$ cat config.mk
export PLATFORM = sky130hd
export DESIGN_NAME = hazard_sequencer
export DESIGN_NICKNAME = d
export VERILOG_FILES = /design/src/rtl/hazard_pkg.sv /design/src/rtl/mc_sequencer.sv /design/src/rtl/hazard_sequencer.sv
export SDC_FILE = /design/constraint.sdc
export NUM_CORES = 1
export LEC_CHECK = 0
export ABC_AREA = 1
export BUFFER_PORTS_ARGS = -buffer_cell sky130_fd_sc_hd__clkbuf_2
export CELL_PAD_IN_SITES_DETAIL_PLACEMENT = 0
export CELL_PAD_IN_SITES_GLOBAL_PLACEMENT = 1
export CORE_ASPECT_RATIO = 0.9
export CORE_UTILIZATION = 30
export DETAILED_ROUTE_END_ITERATION = 16
export GPL_TIMING_DRIVEN = 0
export PLACE_DENSITY_LB_ADDON = 0.1
export RECOVER_POWER = 25
export SLEW_MARGIN = 5
export SYNTH_ARGS = -nofsm -noshare
export SYNTH_HDL_FRONTEND = slang
export SYNTH_SLANG_ARGS = --single-unit
$ cat constraint.sdc
create_clock -name clk -period 1.2 [get_ports clk]
set_input_delay 0.18 -clock clk [delete_from_list [all_inputs] [get_ports clk]]
set_output_delay 0.18 -clock clk [all_outputs]
set_load 0.005 [all_outputs]
$ cat src/rtl/hazard_pkg.sv
// hazard_pkg: shared types and constants for the pipeline hazard controller.
package hazard_pkg;
    typedef enum logic [1:0] {FWD_REG = 2'b00, FWD_WB = 2'b01, FWD_MEM = 2'b10} fwd_sel_t;
    typedef enum logic [1:0] {IDLE, BUSY, DONE} mul_state_t;
    localparam logic [3:0] PC_REG = 4'hF;
    // Memory-stage result is newer than writeback, so it wins; PC is never forwarded.
    function automatic fwd_sel_t fwdSel(input logic [3:0] ra, waM, waW, input logic wrM, wrW);
        return (ra == PC_REG) ? FWD_REG : (wrM && waM == ra) ? FWD_MEM : (wrW && waW == ra) ? FWD_WB : FWD_REG;
    endfunction
endpackage

$ cat src/rtl/mc_sequencer.sv
// mc_sequencer: holds the Execute stage for the duration of a multi-cycle ALU op.
module mc_sequencer import hazard_pkg::*; #(
    parameter int MUL_CYCLES = 4
) (
    input  logic clk,
    input  logic reset,
    input  logic start,
    input  logic kill,
    output logic busy,
    output logic done
);
    mul_state_t state;
    logic [4:0] cnt;
    logic accept;
    assign accept = !reset && state == IDLE && start && !kill;
    assign busy = accept || (!reset && state == BUSY);
    assign done = state == DONE;
    // cnt counts the BUSY cycles still to come; DONE follows the one where it reaches zero
    always_ff @(posedge clk or posedge reset) begin
        if (reset) begin
            state <= IDLE;
            cnt <= '0;
        end else begin
            case (state)
                IDLE: if (accept) begin
                    state <= (MUL_CYCLES == 2) ? DONE : BUSY;
                    cnt <= 5'(MUL_CYCLES - 2);
                end
                BUSY: begin
                    cnt <= cnt - 1'b1;
                    if (cnt <= 5'd1) state <= DONE;
                end
                default: state <= IDLE;
            endcase
        end
    end
endmodule

$ cat src/rtl/hazard_sequencer.sv
// hazard_sequencer: forwarding selects, load-use/PC-write/multi-cycle stalls and flushes
// for the 5-stage F/D/E/M/W core.
module hazard_sequencer import hazard_pkg::*; #(
    parameter int MUL_CYCLES = 4
) (
    input  logic       clk,
    input  logic       reset,
    input  logic [3:0] RA1D,
    input  logic [3:0] RA2D,
    input  logic [3:0] RA1E,
    input  logic [3:0] RA2E,
    input  logic [3:0] WA3E,
    input  logic [3:0] WA3M,
    input  logic [3:0] WA3W,
    input  logic       RegWriteE,
    input  logic       RegWriteM,
    input  logic       RegWriteW,
    input  logic       MemtoRegE,
    input  logic       PCSrcD,
    input  logic       BranchTakenE,
    input  logic       MulStartE,
    output logic [1:0] forwardAE,
    output logic [1:0] forwardBE,
    output logic       StallF,
    output logic       StallD,
    output logic       StallE,
    output logic       FlushD,
    output logic       FlushE,
    output logic       MulBusy,
    output logic       MulDone
);
    fwd_sel_t fwdA, fwdB;
    logic pendE, pendM, pendW, ldrStall, pcWrPendingF;
    mc_sequencer #(.MUL_CYCLES(MUL_CYCLES)) mcSeq (
        .clk(clk), .reset(reset), .start(MulStartE), .kill(BranchTakenE),
        .busy(MulBusy), .done(MulDone)
    );
    assign fwdA = reset ? FWD_REG : fwdSel(RA1E, WA3M, WA3W, RegWriteM, RegWriteW);
    assign fwdB = reset ? FWD_REG : fwdSel(RA2E, WA3M, WA3W, RegWriteM, RegWriteW);
    assign forwardAE = fwdA;
    assign forwardBE = fwdB;
    assign ldrStall = MemtoRegE && RegWriteE && (RA1D == WA3E || RA2D == WA3E);
    assign pcWrPendingF = PCSrcD || pendE || pendM;
    assign StallF = !reset && (ldrStall || pcWrPendingF || MulBusy);
    assign StallD = !reset && (ldrStall || MulBusy);
    assign StallE = MulBusy;
    assign FlushD = reset || (!MulBusy && (pcWrPendingF || pendW || BranchTakenE));
    assign FlushE = reset || (!MulBusy && (ldrStall || BranchTakenE));
    // Tracks a PC-writing instruction as it travels E -> M -> W
    always_ff @(posedge clk or posedge reset) begin
        if (reset) begin
            pendE <= 1'b0;
            pendM <= 1'b0;
            pendW <= 1'b0;
        end else begin
            pendM <= pendE;
            pendW <= pendM;
            pendE <= FlushE ? 1'b0 : StallE ? pendE : PCSrcD;
        end
    end
endmodule
Word level (Yosys, flattened, before mapping)

Cells that the tools add are included.

Equality and inequality tests: 13
Add/subtract/negate cells: 1
Multiplexer cells: 15
Magnitude comparators: 1
Reductions and logical operators: 33

Operators with widths:

| cell                | count |
|---|---|
| $eq 4x4->1          | 6 |
| $mux 2              | 8 |
| $logic_and 1x1->1   | 14 |
| $logic_or 1x1->1    | 12 |
| $pmux 5 s2          | 1 |
| $eq 4x4->1 const B  | 2 |
| $le 5x1->1 const B  | 1 |
| $mux 5              | 1 |
| $sub 5x1->5 const B | 1 |
| $mux 1              | 4 |
| $ne 2x2->1 const B  | 2 |
| $pmux 2 s2          | 1 |
| $reduce_and 2->1    | 2 |
| $logic_not 1->1     | 3 |
| $eq 2x1->1 const B  | 1 |
| $eq 2x2->1 const B  | 1 |
| $logic_not 2->1     | 1 |
| $ne 2x1->1 const B  | 1 |
| $reduce_bool 2->1   | 1 |

Bits of input ports: 37
Register bits after elaboration: 10
Output and inout bits: 11
Logic and storage cells: 68

Logic depth before layout (Yosys ltp)

Depth after elaboration: 9
Mapped depth: 9
Mapped depth without buffers: 9

Cells and area by module

A second synthesis with hierarchy kept.

Cell total of the unflattened synthesis: 183
Area total of the unflattened synthesis: 1,026.0 um^2

Modules (own cells, without submodules):

| module           | instances | area an instance (um^2) | cells each | seq. area each (um^2) |
|---|---|---|---|---|
| hazard_sequencer | 1         | 619.3                   | 125        | 75.1 |
| mc_sequencer     | 1         | 406.6                   | 58         | 175.2 |

Worst setup path after synthesis

Ideal clock, no wire load.

Path kind: register -> output
Start: register mcSeq.state[1]
End: output StallF
Slack: 130 ps
Cell stages (with the launch flop): 6
Arrival: 890 ps
Path through: dfrtp_1 nor2_4 nand2_1 nand2_4 inv_1 nand3_1

Cells in the longest elaborated chain, start to end: 7
Elaborated cells between the ends (all ways): 9
Those cells by class: eq/ne (1); reduce/logical (8)

Ends and longest elaborated chain:

| element                        | line                   | source |
|---|---|---|
| from (decl)                    | mc_sequencer.sv:12     | `mul_state_t state;` |
| from (signal assigned)         | mc_sequencer.sv:26     | `state <= (MUL_CYCLES == 2) ? DONE : BUSY;` |
| $logic_not 2->1                | mc_sequencer.sv:15     | `assign accept = !reset && state == IDLE && start && !kill;` |
| $logic_and 1x1->1 (3 in a row) | mc_sequencer.sv:15     |  |
| $logic_or 1x1->1 (*)           | mc_sequencer.sv:16     | `assign busy = accept \|\| (!reset && state == BUSY);` |
| net MulBusy                    | hazard_sequencer.sv:29 | `output logic MulBusy,` |
| $logic_or 1x1->1 (*)           | hazard_sequencer.sv:44 | `assign StallF = !reset && (ldrStall \|\| pcWrPendingF \|\| MulBusy);` |
| $logic_and 1x1->1 (*)          | hazard_sequencer.sv:44 |  |
| to (decl)                      | hazard_sequencer.sv:24 | `output logic StallF,` |

Mark *: on every way through the listed nets, which the timed path passes. The rest lies on a longest branch.

Final worst setup path

Start: register mcSeq.state[1]
End: output StallF

Cells in the longest elaborated chain, start to end: 7
Elaborated cells between the ends (all ways): 9
Those cells by class: eq/ne (1); reduce/logical (8)

Ends and longest elaborated chain:

| element                        | line |
|---|---|
| $logic_not 2->1                | mc_sequencer.sv:15 |
| $logic_and 1x1->1 (3 in a row) | mc_sequencer.sv:15 |
| $logic_or 1x1->1 (*)           | mc_sequencer.sv:16 |
| $logic_or 1x1->1 (*)           | hazard_sequencer.sv:44 |
| $logic_and 1x1->1 (*)          | hazard_sequencer.sv:44 |

Every way passes the cells marked *; elsewhere a longest branch is shown, timed or not.

==> flow_summary.yaml <==
status:
  status: "complete, but fails checks"
  violations: "negative setup slack"
route:
  drc: 0
  routed_wl_um: 2630
  vias: 1187
  wl_per_cell_um: 9.63
  viasPerCell: 4.35
  drt_iter0_markers: 29
  drt-pass1-iter-count: 2
  ant_nets: 0
setup_path:
  endpoint: "StallF"
  critical_path.top_delay_family: "flip-flops"
  crit_chain: "inv_2 > nand4_4 > nand2_4 > inv_2 > nand3_2 > clkbuf_2"
  worstReg2RegEnd: "mcSeq.cnt[1]"
  r2r-start: "mcSeq.state[1]"
  end_kind: "output port"
  startpoint: "mcSeq.state[1]"
  r2r_slack_ns: -0.05
  cpMostUsedCell: "inv_2"
  path_class: "reg -> out"
  r2r_cells: 7
  cp.depth: 6
  critPathSlowestCell: "dfrtp_1"
  critical_path_buf_inv_count: 3
  cpPeakStageDelay_ns: 0.41
  cp_data_arrival_time_ns: 1.19
  cp.required_ns: 1.02
  start_kind: "flip-flop"
  cp_max_fo: 6
synth:
  synth_area_leaders: "dfrtp_1, nand2_1, inv_1"
  yosys.area.top_type_share_pct: 24.9
  synthMuxAreaShare_pct: 0
  synthSimpleGateAreaFrac_pct: 45.4
  synth_top_cell_by_area: "dfrtp_1"
  synth_most_common_cell: "nand2_1"
  avgSynthCellArea_um2: 5.92
  synth_xor_xnor_area_share_pct: 3.48
  synth_top_flop_cell: "dfrtp_1"
  ys_ff_latch: 10
  synthTopCellsByCount: "nand2_1, inv_1, nor2_1"
  ys_warn_count: 0
  ys_seq_area_share_pct: 24.9
  synth_compound_area_share_pct: 9.20
  synth_edf_count: 0
  synth_top_family_by_area: "simple AND/OR/NAND/NOR gates"
  synthCells: 170
  synth.distinct_cells: 26
  synthArstFlopShare_pct: 100
  syn_nets: 209
  synth_fa_ha_area_share_pct: 2.49
  netlist_area_mm2: 0.00101
sta:
  finalMaxSlewViolations: 0
  setup_viol: 11
  period_share_pct: 115
  finalHoldViolCount: 0
  relSlewSlack_pct: 79.1
  fin_crit_ns: 1.37
  layout_setup_ws_ns: -0.175
  fmax_mhz: 727
  skew_ns: 0.00413
  tightest_slew_ns: 0.313
  whs_ns: 0.279
  rsz0062_at_grt: "yes"
placed_design:
  gp_congestion: 0.743
  dp_hpwl_um: 2020
  port_buffers: 47
  dp.cells: 259
layout:
  drive_gt1_share_pct: 35.9
  nFillCells: 331
  antenna_cells: 0
  fin_nets: 271
  area_delta_synth_final_pct: 51.0
  layout.cells.non_filler: 273
  final_core_util_pct: 48.8
power:
  clock_power_share_pct: 22.1
  powerDensity_mw_per_mm2: 1260
  power_uw: 1910
  leakagePower_uw: 0.000891
  vdd_drop_max_uv: 576
  p_sw_uw: 719
  power.share.switching_pct: 37.6
  combPwrFrac_pct: 50.9
  internal_power_uw: 1190
  power_frac_seq_pct: 27.0
die:
  start_util_pct: 32.3
  die_h_um: 56.9
  core_area_mm2: 0.00311
  fp.dieW_um: 63.0
  dieArea_mm2: 0.00359
  num_rows: 19
  io_pins: 48
clocking:
  cts_tree: "yes"
  cts_root_buffer: "clkbuf_8"
  cts_made_buffers: 3
  cts.sinks: 10
  path_clk_slew_ns: 0.05
  max-clock-path-buffers: 2
  cts-htree-levels: 1
  clk_latency_ns: 0.23
global_routing:
  overflow: 0
  grt_max_degree: 15
  grt_pass1_wl_um: 4380
  grt_usage_pct: 15.2
  grt_pass1_vias: 1108
  antenna_found_initial: 0
worst_hold_path:
  hold_path.class: "in -> reg"
run:
  drv_cap: 0
per-layer routing:
layer	GRT usage, %	part of all wire [%]	vias up
li1	-	-	642
met1	18.5	47	508
met2	26.3	47	35
met3	3.20	5.2	2
met4	5.65	0.88	0
met5	0	0	-
power groups by stage:
stage	logic (µW)	registers, µW	clock network (µW)
final	972	517	422
after global routing	1100	534	449
after global placement	775	511	0
after floorplan	548	504	0
after detailed placement	794	519	0
after CTS	876	516	433
what timing repair did:
item	4_1_cts	5_1_grt
setup buffers	4	4
pin swaps	6	12
endpoints found under the setup margin	10	12
gates resized for setup	9	30
hold endpoints to repair	0	4
hold buffers	0	2
worst min-delay path by stage:
stage / from / end / depth (start not counted)
floorplan: reset / mcSeq.cnt[0] / 1
global placement: reset / pendW / 2
detailed placement: reset / mcSeq.state[1] / 2
CTS: reset / mcSeq.state[1] / 3
global route: BranchTakenE / pendE / 4
finish: BranchTakenE / pendE / 4
final cells by class:
type                       count  area [µm²]  share of cell area, %
buffer                         1        11.3                  0.741
clock buffer                   4        55.1                   3.62
inverter                      37         144                   9.47
multi-input combinational    122         659                   43.4
sequential                    10         250                   16.5
tap                           42        52.6                   3.46
timing repair buffer          57         347                   22.8
sequential cells by signal, summed over array words and instances, names as in the netlist:
name         count
pendE            1
pendM            1
mcSeq.state      2
pendW            1
mcSeq.cnt        5
metrics by stage:
step | setup TNS (ns) | worst slack, ns | instance area, µm²
3_3_place_gp | -0.597 | -0.287 | 1290
2_1_floorplan | 0 | 0.130 | 1010
5_1_grt | -1.72 | -0.245 | 1520
4_1_cts | -0.895 | -0.163 | 1410
3_5_place_dp | -0.713 | -0.325 | 1290
6_report | -0.888 | -0.175 | 1520
cell families after synthesis:
family                     after synthesis
and+or+nand+nor                         98
adders and majority gates                2
DFF                                     10
AOI/OAI and AO/OA                       18
buffers and inverters                   38
xor gates and xnor gates                 4
worst reg2reg max path, delay by kind of cell (launching register included):
| family | cells | cell delay [ns] |
|---|---|---|
| AOI/OAI and AO/OA | 1 | 0.12 |
| DFF | 1 | 0.41 |
| and+or+nand+nor | 3 | 0.23 |
| buffers and inverters | 3 | 0.39 |
cells in the final DEF (no fill, tap or decap), types with 2 or more instances in the layout:
cell and n:
nor2_1 22, a21oi_1 6, o22ai_1 2, inv_1 32, buf_4 9, o21ai_0 5
clkbuf_2 38, inv_2 4, nor2_2 2, buf_6 4, nand2_2 2, ha_1 2
nor2b_1 2, clkbuf_8 4, xor2_1 3, nand4_1 6, nand2_4 2, a21oi_2 4
buf_2 4, dlygate4sd3_1 2, dfrtp_1 10, nor3_2 3, nand2_1 45, nand3_1 4
Note: power is estimated with default switching activity, not from simulation.
